`src/rtl/sample_clock_gen_v2.sv`:
```
// Sample/shift/symbol strobe generator with a runtime prescaler and packet-rate select.
// Optional SYNC realignment input is enabled by defining SAMPCLK_SYNC_EN.
module sample_clock_gen_v2 #(
  parameter int CNT_W         = 7,
  parameter int DIV_W         = 8,
  parameter int RATE0_TOTAL   = 127,
  parameter int RATE1_TOTAL   = 63,
  parameter int RATE2_TOTAL   = 31,
  parameter int RATE3_TOTAL   = 15,
  parameter int SAMPS_PER_SYM = 4
) (
  input  logic             CLOCK,
  input  logic             RESET,
  input  logic             ENABLE,
  input  logic [DIV_W-1:0] DIV,
  input  logic [1:0]       RATE,
`ifdef SAMPCLK_SYNC_EN
  input  logic             SYNC,
`endif
  output logic             SAMP,
  output logic             SHIFT,
  output logic             SYM,
  output logic [CNT_W-1:0] SAMP_IDX
);

  localparam int SYM_W = 8;
  localparam logic [CNT_W-1:0] PCNT_ONE = CNT_W'(1);
  localparam logic [DIV_W-1:0] PRE_ONE  = DIV_W'(1);
  localparam logic [SYM_W-1:0] SYM_ONE  = SYM_W'(1);
  localparam logic [SYM_W-1:0] SYM_LAST = SYM_W'(SAMPS_PER_SYM - 1);

  logic [DIV_W-1:0] pre_cnt_q, pre_cnt_d;
  logic [DIV_W-1:0] div_q, div_d;
  logic [CNT_W-1:0] total_q, total_d;
  logic [CNT_W-1:0] pcnt_q, pcnt_d;
  logic [SYM_W-1:0] sym_cnt_q, sym_cnt_d;
  logic             samp_q, samp_d;
  logic             shift_q, shift_d;
  logic             sym_q, sym_d;
  logic [CNT_W-1:0] sel_total;
  logic             sync_w;

`ifdef SAMPCLK_SYNC_EN
  assign sync_w = SYNC;
`else
  assign sync_w = 1'b0;
`endif

  always_comb begin
    sel_total = CNT_W'(RATE0_TOTAL);
    case (RATE)
      2'd0: sel_total = CNT_W'(RATE0_TOTAL);
      2'd1: sel_total = CNT_W'(RATE1_TOTAL);
      2'd2: sel_total = CNT_W'(RATE2_TOTAL);
      2'd3: sel_total = CNT_W'(RATE3_TOTAL);
      default: sel_total = CNT_W'(RATE0_TOTAL);
    endcase
  end

  // Strobes default low; counters and shadows hold unless enabled.
  always_comb begin
    pre_cnt_d = pre_cnt_q;
    div_d     = div_q;
    total_d   = total_q;
    pcnt_d    = pcnt_q;
    sym_cnt_d = sym_cnt_q;
    samp_d    = 1'b0;
    shift_d   = 1'b0;
    sym_d     = 1'b0;
    if (ENABLE) begin
      if (sync_w) begin
        pre_cnt_d = '0;
        pcnt_d    = '0;
        sym_cnt_d = '0;
        div_d     = DIV;
        total_d   = sel_total;
      end else if (pre_cnt_q == div_q) begin
        pre_cnt_d = '0;
        if (pcnt_q == total_q - PCNT_ONE) begin
          // Shadows reload only at wrap so a period is never cut short.
          pcnt_d  = '0;
          samp_d  = 1'b1;
          div_d   = DIV;
          total_d = sel_total;
          if (sym_cnt_q == SYM_LAST) begin
            sym_cnt_d = '0;
            sym_d     = 1'b1;
          end else begin
            sym_cnt_d = sym_cnt_q + SYM_ONE;
          end
        end else begin
          pcnt_d  = pcnt_q + PCNT_ONE;
          shift_d = 1'b1;
        end
      end else begin
        pre_cnt_d = pre_cnt_q + PRE_ONE;
      end
    end
  end

  always_ff @(posedge CLOCK) begin
    if (RESET) begin
      pre_cnt_q <= '0;
      pcnt_q    <= '0;
      sym_cnt_q <= '0;
      samp_q    <= 1'b0;
      shift_q   <= 1'b0;
      sym_q     <= 1'b0;
      div_q     <= DIV;
      total_q   <= sel_total;
    end else begin
      pre_cnt_q <= pre_cnt_d;
      pcnt_q    <= pcnt_d;
      sym_cnt_q <= sym_cnt_d;
      samp_q    <= samp_d;
      shift_q   <= shift_d;
      sym_q     <= sym_d;
      div_q     <= div_d;
      total_q   <= total_d;
    end
  end

  assign SAMP     = samp_q;
  assign SHIFT    = shift_q;
  assign SYM      = sym_q;
  assign SAMP_IDX = pcnt_q;

endmodule

```
`config.mk`:
```
export PLATFORM = sky130hd
export DESIGN_NAME = sample_clock_gen_v2
export DESIGN_NICKNAME = d
export VERILOG_FILES = /design/src/rtl/sample_clock_gen_v2.sv
export SDC_FILE = /design/constraint.sdc
export NUM_CORES = 1
export LEC_CHECK = 0
export BUFFER_PORTS_ARGS = -buffer_cell sky130_fd_sc_hd__buf_2
export CAP_MARGIN = 20
export CORE_MARGIN = 2
export CORE_UTILIZATION = 50
export CTS_BUF_LIST = sky130_fd_sc_hd__clkbuf_16
export CTS_CLUSTER_DIAMETER = 40
export DETAILED_ROUTE_END_ITERATION = 8
export MAX_ROUTING_LAYER = met4
export PLACE_DENSITY = 0.71
export REMOVE_ABC_BUFFERS = 1
export SLEW_MARGIN = 20
export SYNTH_ARGS = -nofsm -noshare
export SYNTH_HDL_FRONTEND = slang
export SYNTH_SLANG_ARGS = --single-unit
```
`constraint.sdc`:
```
create_clock -name CLOCK -period 2.35 [get_ports CLOCK]
set_input_delay 0.3525 -clock CLOCK [delete_from_list [all_inputs] [get_ports CLOCK]]
set_output_delay 0.3525 -clock CLOCK [all_outputs]
set_load 0.1 [all_outputs]
```
==> results.sh, run 1 <==
export IMPL_finalSetupTns_ns=0
export IMPL_ant_diodes=0
export IMPL_setup_buffers_after_cts=0
export IMPL_fmaxAchievable_ghz=0.485
export IMPL_worstPathRequired_ns=2.49
export IMPL_setup_viol=0
export IMPL_post_cts_resize_count=0
export IMPL_core_area_mm2=0.00331
export IMPL_critPathSlowestCell="dfxtp_1"
export IMPL_startpoint_type="flop"
export IMPL_async_reset_ff_frac=0
export IMPL_finalWeightedCongestion=0.822
export IMPL_initial_core_util=0.516
export IMPL_arrival_ns=2.20
export IMPL_holdCritPathClass="primary input to flop"
export IMPL_ys_ff_latch=37
export IMPL_synthCells=170
export IMPL_regToRegSetupSlack_ns=0.29
export IMPL_slew_margin_rel=0.602
export IMPL_run_status="finished clean"
export IMPL_worstRegToRegCells=7
export IMPL_grt_pass1_wl_um=5570
export IMPL_clockRootBuffer="clkbuf_16"
export IMPL_grt_max_degree=20
export IMPL_vias_per_cell=5.43
export IMPL_layoutNonFillerInstCount=244
export IMPL_die_height_um=62.4
export IMPL_power_net_switching_uw=279
export IMPL_timing_critical_path_buf_inv=1
export IMPL_total_power_per_unit_cell_area_mw_per_mm2=679
export IMPL_drt_first_pass_iters=4
export IMPL_setup_worst_path_class="flop to flop"
export IMPL_final_period_utilization=0.877
export IMPL_pin_count=23
export IMPL_routed_via_count=1324
export IMPL_total_power_mw=1.37
export IMPL_dpl_cell_count=236
export IMPL_cts_buffers=5
export IMPL_port_buffer_count=22
export IMPL_synth_ff_type="dfxtp_1"
export IMPL_grt_overflow_total=0
export IMPL_end_kind="flop"
export IMPL_switching_share=0.204
export IMPL_area_growth_pct=17.8
export IMPL_final_hold_viol_count=0
export IMPL_clkLatencyLatePin_ns=0.27
export IMPL_maxCapViolCount=0
export IMPL_worst_path_cell_trace="ha_1, nand3_2, nor4b_4, buf_4, and4_1, a31o_2, a21oi_1"
export IMPL_initial_antenna_violation_count=0
export IMPL_worst_ir_drop_vdd_mv=0.425
export IMPL_finClkSkew_ns=0.00500
export IMPL_timing_hold_worst_endpoint="div_q[6]"
export IMPL_cts_htree_levels=2
export IMPL_rsz0062_at_grt="no"
export IMPL_synthesis_area_mm2=0.00171
export IMPL_synth_yosys_seq_area_share=0.498
export IMPL_die_area_mm2=0.00390
export IMPL_synth_cell_type_count=35
export IMPL_ctsLongestPathBuffers=2
export IMPL_crit_family="simple AND/OR/NAND/NOR gates"
export IMPL_finalMaxSlewViolations=0
export IMPL_path_clk_slew_ns=0.05
export IMPL_post_synth_top_area_fraction=0.305
export IMPL_tritoncts_clock_tree="done"
export IMPL_cts_num_sinks=37
export IMPL_final_period_minus_worst_setup_slack_ns=2.06
export IMPL_p_leak_nw=0.761
export IMPL_drtAntennaViolNets=0
export IMPL_synth_top_cells_by_area="dfxtp_1 30%, edfxtp_1 19%, xnor2_1 6.7%, nor2_1 3.5%, a21oi_1 3.2%"
export IMPL_dr_first_iter_drc_count=69
export IMPL_min_path_cells=1
export IMPL_final_layout_size_suffix_gt1_frac=0.167
export IMPL_timing_critical_path_fanout_max=9
export IMPL_clock_power_share=0.444
export IMPL_remaining_drc_errors=0
export IMPL_wire_per_inst_um=13.9
export IMPL_hold_path_startpoint="DIV[6]"
export IMPL_first_global_vias=1199
export IMPL_final_net_count=214
export IMPL_number_of_enable_flip_flop_cells_after_synthesis=11
export IMPL_grtUsageTotal=0.187
export IMPL_num_rows=21
export IMPL_combPwrFrac=0.050
export IMPL_critical_path_max_stage_delay_ns=0.40
export IMPL_internal_power_mw=1.09
export IMPL_sequential_share_of_power=0.506
export IMPL_detailed_place_hpwl_um=2510
export IMPL_routed_wl_um=3400
export IMPL_synthesis_yosys_warnings=0
export IMPL_reg2reg_to="sym_cnt_q[7]"
export IMPL_avgSynthCellArea_um2=10.0
export IMPL_worst_slew_pin_transition_ns=0.594
export IMPL_layout_core_utilization=0.608
export IMPL_cts_hold_buffers=0
export IMPL_worstReg2RegStart="SAMP_IDX[1]"
export IMPL_die_w_um=62.4
export IMPL_synth_top_cell_by_area="dfxtp_1"
power groups by stage:
stage	registers, mW	logic, mW	clock network, mW
floorplan	0.702	0.0423	0
global placement	0.704	0.0647	0
detailed placement	0.705	0.0678	0
CTS	0.691	0.0683	0.625
global route	0.692	0.0748	0.644
finish	0.692	0.0682	0.607
worst max-delay path by stage:
stage / slack, ns / cells after the start / endpoint / startpoint
after floorplan: -0.42 / 6 / sym_cnt_q[6] / SAMP_IDX[1]
after global placement: 0.41 / 6 / div_q[4] / SAMP_IDX[0]
after detailed placement: 0.32 / 5 / div_q[6] / SAMP_IDX[1]
after CTS: 0.29 / 5 / total_q[6] / SAMP_IDX[1]
after global routing: 0.15 / 6 / div_q[4] / SAMP_IDX[0]
final: 0.29 / 7 / sym_cnt_q[7] / SAMP_IDX[1]
flip-flops by register name, indices dropped and copies added (netlist names):
register	flops
SAMP_IDX	7
pre_cnt_q	8
SAMP	1
SYM	1
sym_cnt_q	8
SHIFT	1
total_q	3
div_q	8
cell usage after synthesis, drive strengths merged, types with 2 or more instances:
cell type  number
o21ai           9
inv             6
ha              4
clkbuf          4
and2            2
nand2b          2
and3            7
a21oi          11
xnor2          13
edfxtp         11
nand3b          2
mux2i           2
nand4           7
and4            2
nand3           7
a32o            3
o31ai           2
nor3            3
nor2           16
dfxtp          26
xor2            5
nor3b           3
nor4            3
nand2          11
nand4b          2
layout make-up:
type	instances	area, um2
repair buffers	24	125
fillers	294	1300
flip-flops and latches	37	851
multi-input cells	123	820
well taps	46	57.6
clock buffers	5	125
inverters	6	22.5
clock inverters	3	11.3
cell usage in the layout, fill, tap and decap left out, types with 6 or more instances in the layout:
cell and n:
inv_1 8, dfxtp_1 26, nand4_1 6, nor2_1 16, nand3_1 6, xnor2_1 13, buf_2 22, nand2_1 11
o21ai_0 8, and3_1 7, edfxtp_1 11, a21oi_1 11
worst register-to-register path: cells and delay by family, from the launching register on:
kind                       cells  cell delay, ns
and+or+nand+nor                3            0.86
DFF                            1            0.40
buffers and inverters          1            0.23
AOI/OAI and AO/OA              2            0.25
adders and majority gates      1            0.20
cell families (layout without fill, tap and decap cells):
| group | after synthesis | after routing | synth area share |
|---|---|---|---|
| simple gates | 71 | 71 | 0.246 |
| flops | 37 | 37 | 0.498 |
| compound gates | 28 | 28 | 0.100 |
| xor+xnor | 18 | 18 | 0.0923 |
| buf+inv | 10 | 38 | 0.0220 |
| fa+ha+maj | 4 | 4 | 0.0293 |
| mux | 2 | 2 | 0.0117 |
stage by stage:
step           hold slack (ns)  area [um2]  setup WS (ns)
2_1_floorplan            0.422        1690         -0.416
3_3_place_gp             0.476        1880          0.415
3_5_place_dp             0.490        1880          0.321
4_1_cts                  0.243        2010          0.289
5_1_grt                  0.243        2010          0.146
6_report                 0.251        2010          0.289
routing by layer:
metal	track usage	share of wire	vias up
met4	0.0750	0.016	0
met3	0.0378	0.032	7
li1	-	-	673
met2	0.304	0.50	25
met5	-	0	-
met1	0.229	0.45	619
(Power assumes the default switching activity.)
==> inputs of run 2 (changes only) <==
--- a/config.mk
+++ b/config.mk
@@ -8,12 +8,12 @@
 export BUFFER_PORTS_ARGS = -buffer_cell sky130_fd_sc_hd__buf_2
 export CAP_MARGIN = 20
 export CORE_MARGIN = 2
-export CORE_UTILIZATION = 50
+export CORE_UTILIZATION = 40
 export CTS_BUF_LIST = sky130_fd_sc_hd__clkbuf_16
 export CTS_CLUSTER_DIAMETER = 40
 export DETAILED_ROUTE_END_ITERATION = 8
 export MAX_ROUTING_LAYER = met4
-export PLACE_DENSITY = 0.71
+export PLACE_DENSITY = 0.59
 export REMOVE_ABC_BUFFERS = 1
 export SLEW_MARGIN = 20
 export SYNTH_ARGS = -nofsm -noshare
==> results.sh, run 2 (synthesis gave the netlist of run 1 again) <==
export IMPL_cts_htree_levels=2
export IMPL_first_global_vias=1282
export IMPL_worst_path_cell_trace="inv_1, ha_1, nand3_2, nor4b_4, nand4_4, or4_1, a21oi_1"
export IMPL_combPwrFrac=0.051
export IMPL_ctsLongestPathBuffers=2
export IMPL_grt_pass1_wl_um=5760
export IMPL_timing_critical_path_buf_inv=1
export IMPL_finalMaxSlewViolations=0
export IMPL_num_rows=23
export IMPL_worst_ir_drop_vdd_mv=0.398
export IMPL_die_height_um=69.3
export IMPL_area_growth_pct=17.7
export IMPL_port_buffer_count=22
export IMPL_holdCritPathClass="primary input to flop"
export IMPL_finalSetupTns_ns=0
export IMPL_layout_top_registers="div_q (8), pre_cnt_q (8), sym_cnt_q (8)"
export IMPL_startpoint_type="flop"
export IMPL_worst_slew_pin_transition_ns=0.834
export IMPL_cts_hold_buffers=0
export IMPL_cts_num_sinks=37
export IMPL_maxCapViolCount=0
export IMPL_initial_antenna_violation_count=0
export IMPL_final_layout_size_suffix_gt1_frac=0.162
export IMPL_post_place_ws_ns=0.155
export IMPL_dpl_cell_count=239
export IMPL_critical_path_max_stage_delay_ns=0.52
export IMPL_finClkSkew_ns=0.00299
export IMPL_p_leak_nw=0.755
export IMPL_end_kind="flop"
export IMPL_final_period_utilization=0.919
export IMPL_setup_buffers_after_cts=0
export IMPL_grt_overflow_total=0
export IMPL_crit_family="simple AND/OR/NAND/NOR gates"
export IMPL_grt_max_degree=20
export IMPL_clkLatencyLatePin_ns=0.27
export IMPL_dr_first_iter_drc_count=37
export IMPL_fmaxAchievable_ghz=0.463
export IMPL_most_frequent_standard_cell_in_the_layout_excluding_fill_and_tap_cells="dfxtp_1"
export IMPL_remaining_drc_errors=0
export IMPL_layoutNonFillerInstCount=247
export IMPL_clock_power_share=0.446
export IMPL_final_net_count=213
export IMPL_final_cell_mix="26 x dfxtp_1, 22 x buf_2, 16 x nor2_1"
export IMPL_post_cts_resize_count=0
export IMPL_grtUsageTotal=0.154
export IMPL_routed_wl_um=3320
export IMPL_worstPathRequired_ns=2.56
export IMPL_rsz0062_at_grt="no"
export IMPL_power_net_switching_uw=284
export IMPL_die_w_um=69.3
export IMPL_run_status="finished clean"
export IMPL_core_area_mm2=0.00406
export IMPL_clockRootBuffer="clkbuf_16"
export IMPL_regToRegSetupSlack_ns=0.19
export IMPL_setup_worst_path_class="flop to flop"
export IMPL_die_area_mm2=0.00481
export IMPL_drt_first_pass_iters=4
export IMPL_routed_via_count=1323
export IMPL_total_power_mw=1.37
export IMPL_pin_count=23
export IMPL_detailed_place_hpwl_um=2470
export IMPL_drtAntennaViolNets=0
export IMPL_final_hold_viol_count=0
export IMPL_initial_core_util=0.421
export IMPL_path_clk_slew_ns=0.05
export IMPL_switching_share=0.207
export IMPL_total_power_per_unit_cell_area_mw_per_mm2=683
export IMPL_finalWeightedCongestion=0.838
export IMPL_sequential_share_of_power=0.503
export IMPL_timing_critical_path_fanout_max=10
export IMPL_cts_buffers=5
export IMPL_wire_per_inst_um=13.4
export IMPL_critPathSlowestCell="nor4b_4"
export IMPL_ant_diodes=0
export IMPL_internal_power_mw=1.09
export IMPL_arrival_ns=2.37
export IMPL_setup_slack_of_the_critical_path_after_layout_ns=0.191
export IMPL_vias_per_cell=5.36
export IMPL_final_period_minus_worst_setup_slack_ns=2.16
export IMPL_setup_viol=0
export IMPL_slew_margin_rel=0.439
export IMPL_tritoncts_clock_tree="done"
## run 2: cell types whose count changed in the layout (fill, tap and decap cells not counted), sizes merged
cell,change
buf,-1
## run 2: stage by stage
stage | utilization | area [um2] | hold WS, ns
detailed placement | 0.462 | 1870 | 0.489
floorplan | - | 1690 | 0.422
global route | 0.495 | 2010 | 0.246
global placement | 0.462 | 1870 | 0.479
CTS | 0.495 | 2010 | 0.244
finish | 0.495 | 2010 | 0.250
## run 2: power groups by stage
stage | sequential, mW | clock, mW | combinational (mW)
2_1_floorplan | 0.702 | 0 | 0.0423
3_3_place_gp | 0.704 | 0 | 0.0672
3_5_place_dp | 0.704 | 0 | 0.0697
4_1_cts | 0.691 | 0.629 | 0.0704
5_1_grt | 0.692 | 0.655 | 0.0802
6_report | 0.691 | 0.612 | 0.0701
## run 2: cell type report
| class | instances | area, um2 |
|---|---|---|
| flip-flops and latches | 37 | 851 |
| repair buffers | 23 | 118 |
| fillers | 370 | 2050 |
| clock inverters | 3 | 11.3 |
| well taps | 50 | 62.6 |
| multi-input cells | 123 | 820 |
| clock buffers | 5 | 125 |
| inverters | 6 | 22.5 |
## run 2: path summary, 6_finish.rpt
check / startpoint / end / cells past startpoint
min: DIV[1] / div_q[1] / 1
min reg2reg: sym_cnt_q[1] / sym_cnt_q[1] / 2
max: SAMP_IDX[0] / sym_cnt_q[6] / 7
max reg2reg: SAMP_IDX[0] / sym_cnt_q[6] / 7
## run 2: per-layer routing
metal	track usage	share of wire
met5	-	0
met4	0.0632	0.017
met3	0.0451	0.044
met2	0.237	0.47
met1	0.188	0.47
==> inputs of run 3 (changes only) <==
--- a/config.mk
+++ b/config.mk
@@ -7,6 +7,7 @@
 export LEC_CHECK = 0
 export BUFFER_PORTS_ARGS = -buffer_cell sky130_fd_sc_hd__buf_2
 export CAP_MARGIN = 20
+export CORE_ASPECT_RATIO = 1.25
 export CORE_MARGIN = 2
 export CORE_UTILIZATION = 40
 export CTS_BUF_LIST = sky130_fd_sc_hd__clkbuf_16
==> results.sh, run 3 (synthesis gave the netlist of run 1 again) <==
export IMPL_post_cts_resize_count=0
export IMPL_drt_first_pass_iters=4
export IMPL_final_net_count=214
export IMPL_path_clk_slew_ns=0.05
export IMPL_worstPathRequired_ns=2.50
export IMPL_maxCapViolCount=0
export IMPL_num_rows=26
export IMPL_final_hold_viol_count=0
export IMPL_clkLatencyLatePin_ns=0.27
export IMPL_cts_hold_buffers=0
export IMPL_initial_antenna_violation_count=0
export IMPL_layout_top_registers="div_q (8), pre_cnt_q (8), sym_cnt_q (8)"
export IMPL_final_layout_size_suffix_gt1_frac=0.172
export IMPL_area_growth_pct=18.6
export IMPL_cts_num_sinks=37
export IMPL_die_w_um=62.4
export IMPL_dr_first_iter_drc_count=136
export IMPL_clockRootBuffer="clkbuf_16"
export IMPL_finClkSkew_ns=0.00256
export IMPL_slew_margin_rel=0.627
export IMPL_routed_wl_um=3290
export IMPL_setup_buffers_after_cts=0
export IMPL_ctsLongestPathBuffers=2
export IMPL_tritoncts_clock_tree="done"
export IMPL_holdCritPathClass="primary input to flop"
export IMPL_grt_pass1_wl_um=5690
export IMPL_total_power_per_unit_cell_area_mw_per_mm2=674
export IMPL_end_kind="flop"
export IMPL_vias_per_cell=5.21
export IMPL_worst_ir_drop_vdd_mv=0.433
export IMPL_final_period_utilization=0.862
export IMPL_ant_diodes=0
export IMPL_setup_worst_path_class="flop to flop"
export IMPL_critical_path_max_stage_delay_ns=0.38
export IMPL_fillerInstances=410
export IMPL_wire_per_inst_um=13.0
export IMPL_setup_viol=0
export IMPL_initial_core_util=0.417
export IMPL_cts_buffers=5
export IMPL_fmaxAchievable_ghz=0.494
export IMPL_cts_htree_levels=2
export IMPL_worst_path_cell_trace="inv_1, ha_1, nand3_2, nor4b_4, buf_4, and4_1, a31o_2, a21oi_1"
export IMPL_remaining_drc_errors=0
export IMPL_grt_max_degree=20
export IMPL_routed_via_count=1323
export IMPL_pin_count=23
export IMPL_run_status="finished clean"
export IMPL_final_period_minus_worst_setup_slack_ns=2.03
export IMPL_finalMaxSlewViolations=0
export IMPL_worst_slew_pin_transition_ns=0.556
export IMPL_drtAntennaViolNets=0
export IMPL_die_height_um=77.1
export IMPL_core_area_mm2=0.00410
export IMPL_hold_slack_ns=0.253
export IMPL_grt_overflow_total=0
export IMPL_final_cell_mix="26 x dfxtp_1, 22 x buf_2, 16 x nor2_1"
export IMPL_die_area_mm2=0.00481
export IMPL_most_frequent_standard_cell_in_the_layout_excluding_fill_and_tap_cells="dfxtp_1"
export IMPL_arrival_ns=2.17
export IMPL_first_global_vias=1271
export IMPL_detailed_place_hpwl_um=2510
export IMPL_port_buffer_count=22
export IMPL_finalWeightedCongestion=0.825
export IMPL_critPathSlowestCell="nor4b_4"
export IMPL_rsz0062_at_grt="no"
export IMPL_timing_critical_path_fanout_max=9
export IMPL_p_leak_nw=0.756
export IMPL_startpoint_type="flop"
export IMPL_grtUsageTotal=0.154
export IMPL_total_power_mw=1.37
run 3: cell types whose count changed in the layout (fill, tap and decap cells not counted), sizes merged:
cell / before / now
clkinv: 1 / 3
inv: 8 / 6
buf: 23 / 24
run 3: final cells by class:
cell class	instances	area, um2	area share
tap	56	70.1	0.0346
multi-input combinational	123	820	0.405
timing repair buffer	24	125	0.0618
clock buffer	5	125	0.0618
clock inverter	3	12.5	0.00618
sequential	37	851	0.420
inverter	6	22.5	0.0111
run 3: through the flow:
stage	worst slack (ns)	cell area, um2	utilization	instances	TNS [ns]
2_1_floorplan	-0.416	1690	-	166	-6.89
3_3_place_gp	0.396	1890	0.461	246	0
3_5_place_dp	0.351	1890	0.461	246	0
4_1_cts	0.339	2030	0.494	254	0
5_1_grt	0.170	2030	0.494	254	0
6_report	0.325	2030	0.494	254	0
run 3: layer usage:
layer | share of wire | wire length (um) | GRT usage
met1 | 0.42 | 1400 | 0.172
met2 | 0.52 | 1700 | 0.252
met3 | 0.046 | 151 | 0.0513
met4 | 0.012 | 39 | 0.0667
met5 | 0 | 0 | -
run 3: worst paths after layout:
check	slack, ns	start	endpoint	cells past startpoint
max reg2reg	0.32	SAMP_IDX[0]	sym_cnt_q[7]	8
max	0.32	SAMP_IDX[0]	sym_cnt_q[7]	8
min	0.25	DIV[6]	div_q[6]	1
min reg2reg	0.49	sym_cnt_q[1]	sym_cnt_q[1]	2
run 3: power breakdown:
group	total [mW]	switching [mW]	leakage [nW]	internal (mW)
registers	0.691	0.0117	0.317	0.679
clock network	0.608	0.225	0.0687	0.382
logic	0.0675	0.0395	0.370	0.0280
run 3: critical path, delay by kind of cell (launching register included):
| kind | cells | cell delay [ns] |
|---|---|---|
| DFF | 1 | 0.34 |
| AOI/OAI and AO/OA | 2 | 0.25 |
| buffers and inverters | 2 | 0.31 |
| adders and majority gates | 1 | 0.16 |
| and+or+nand+nor | 3 | 0.85 |
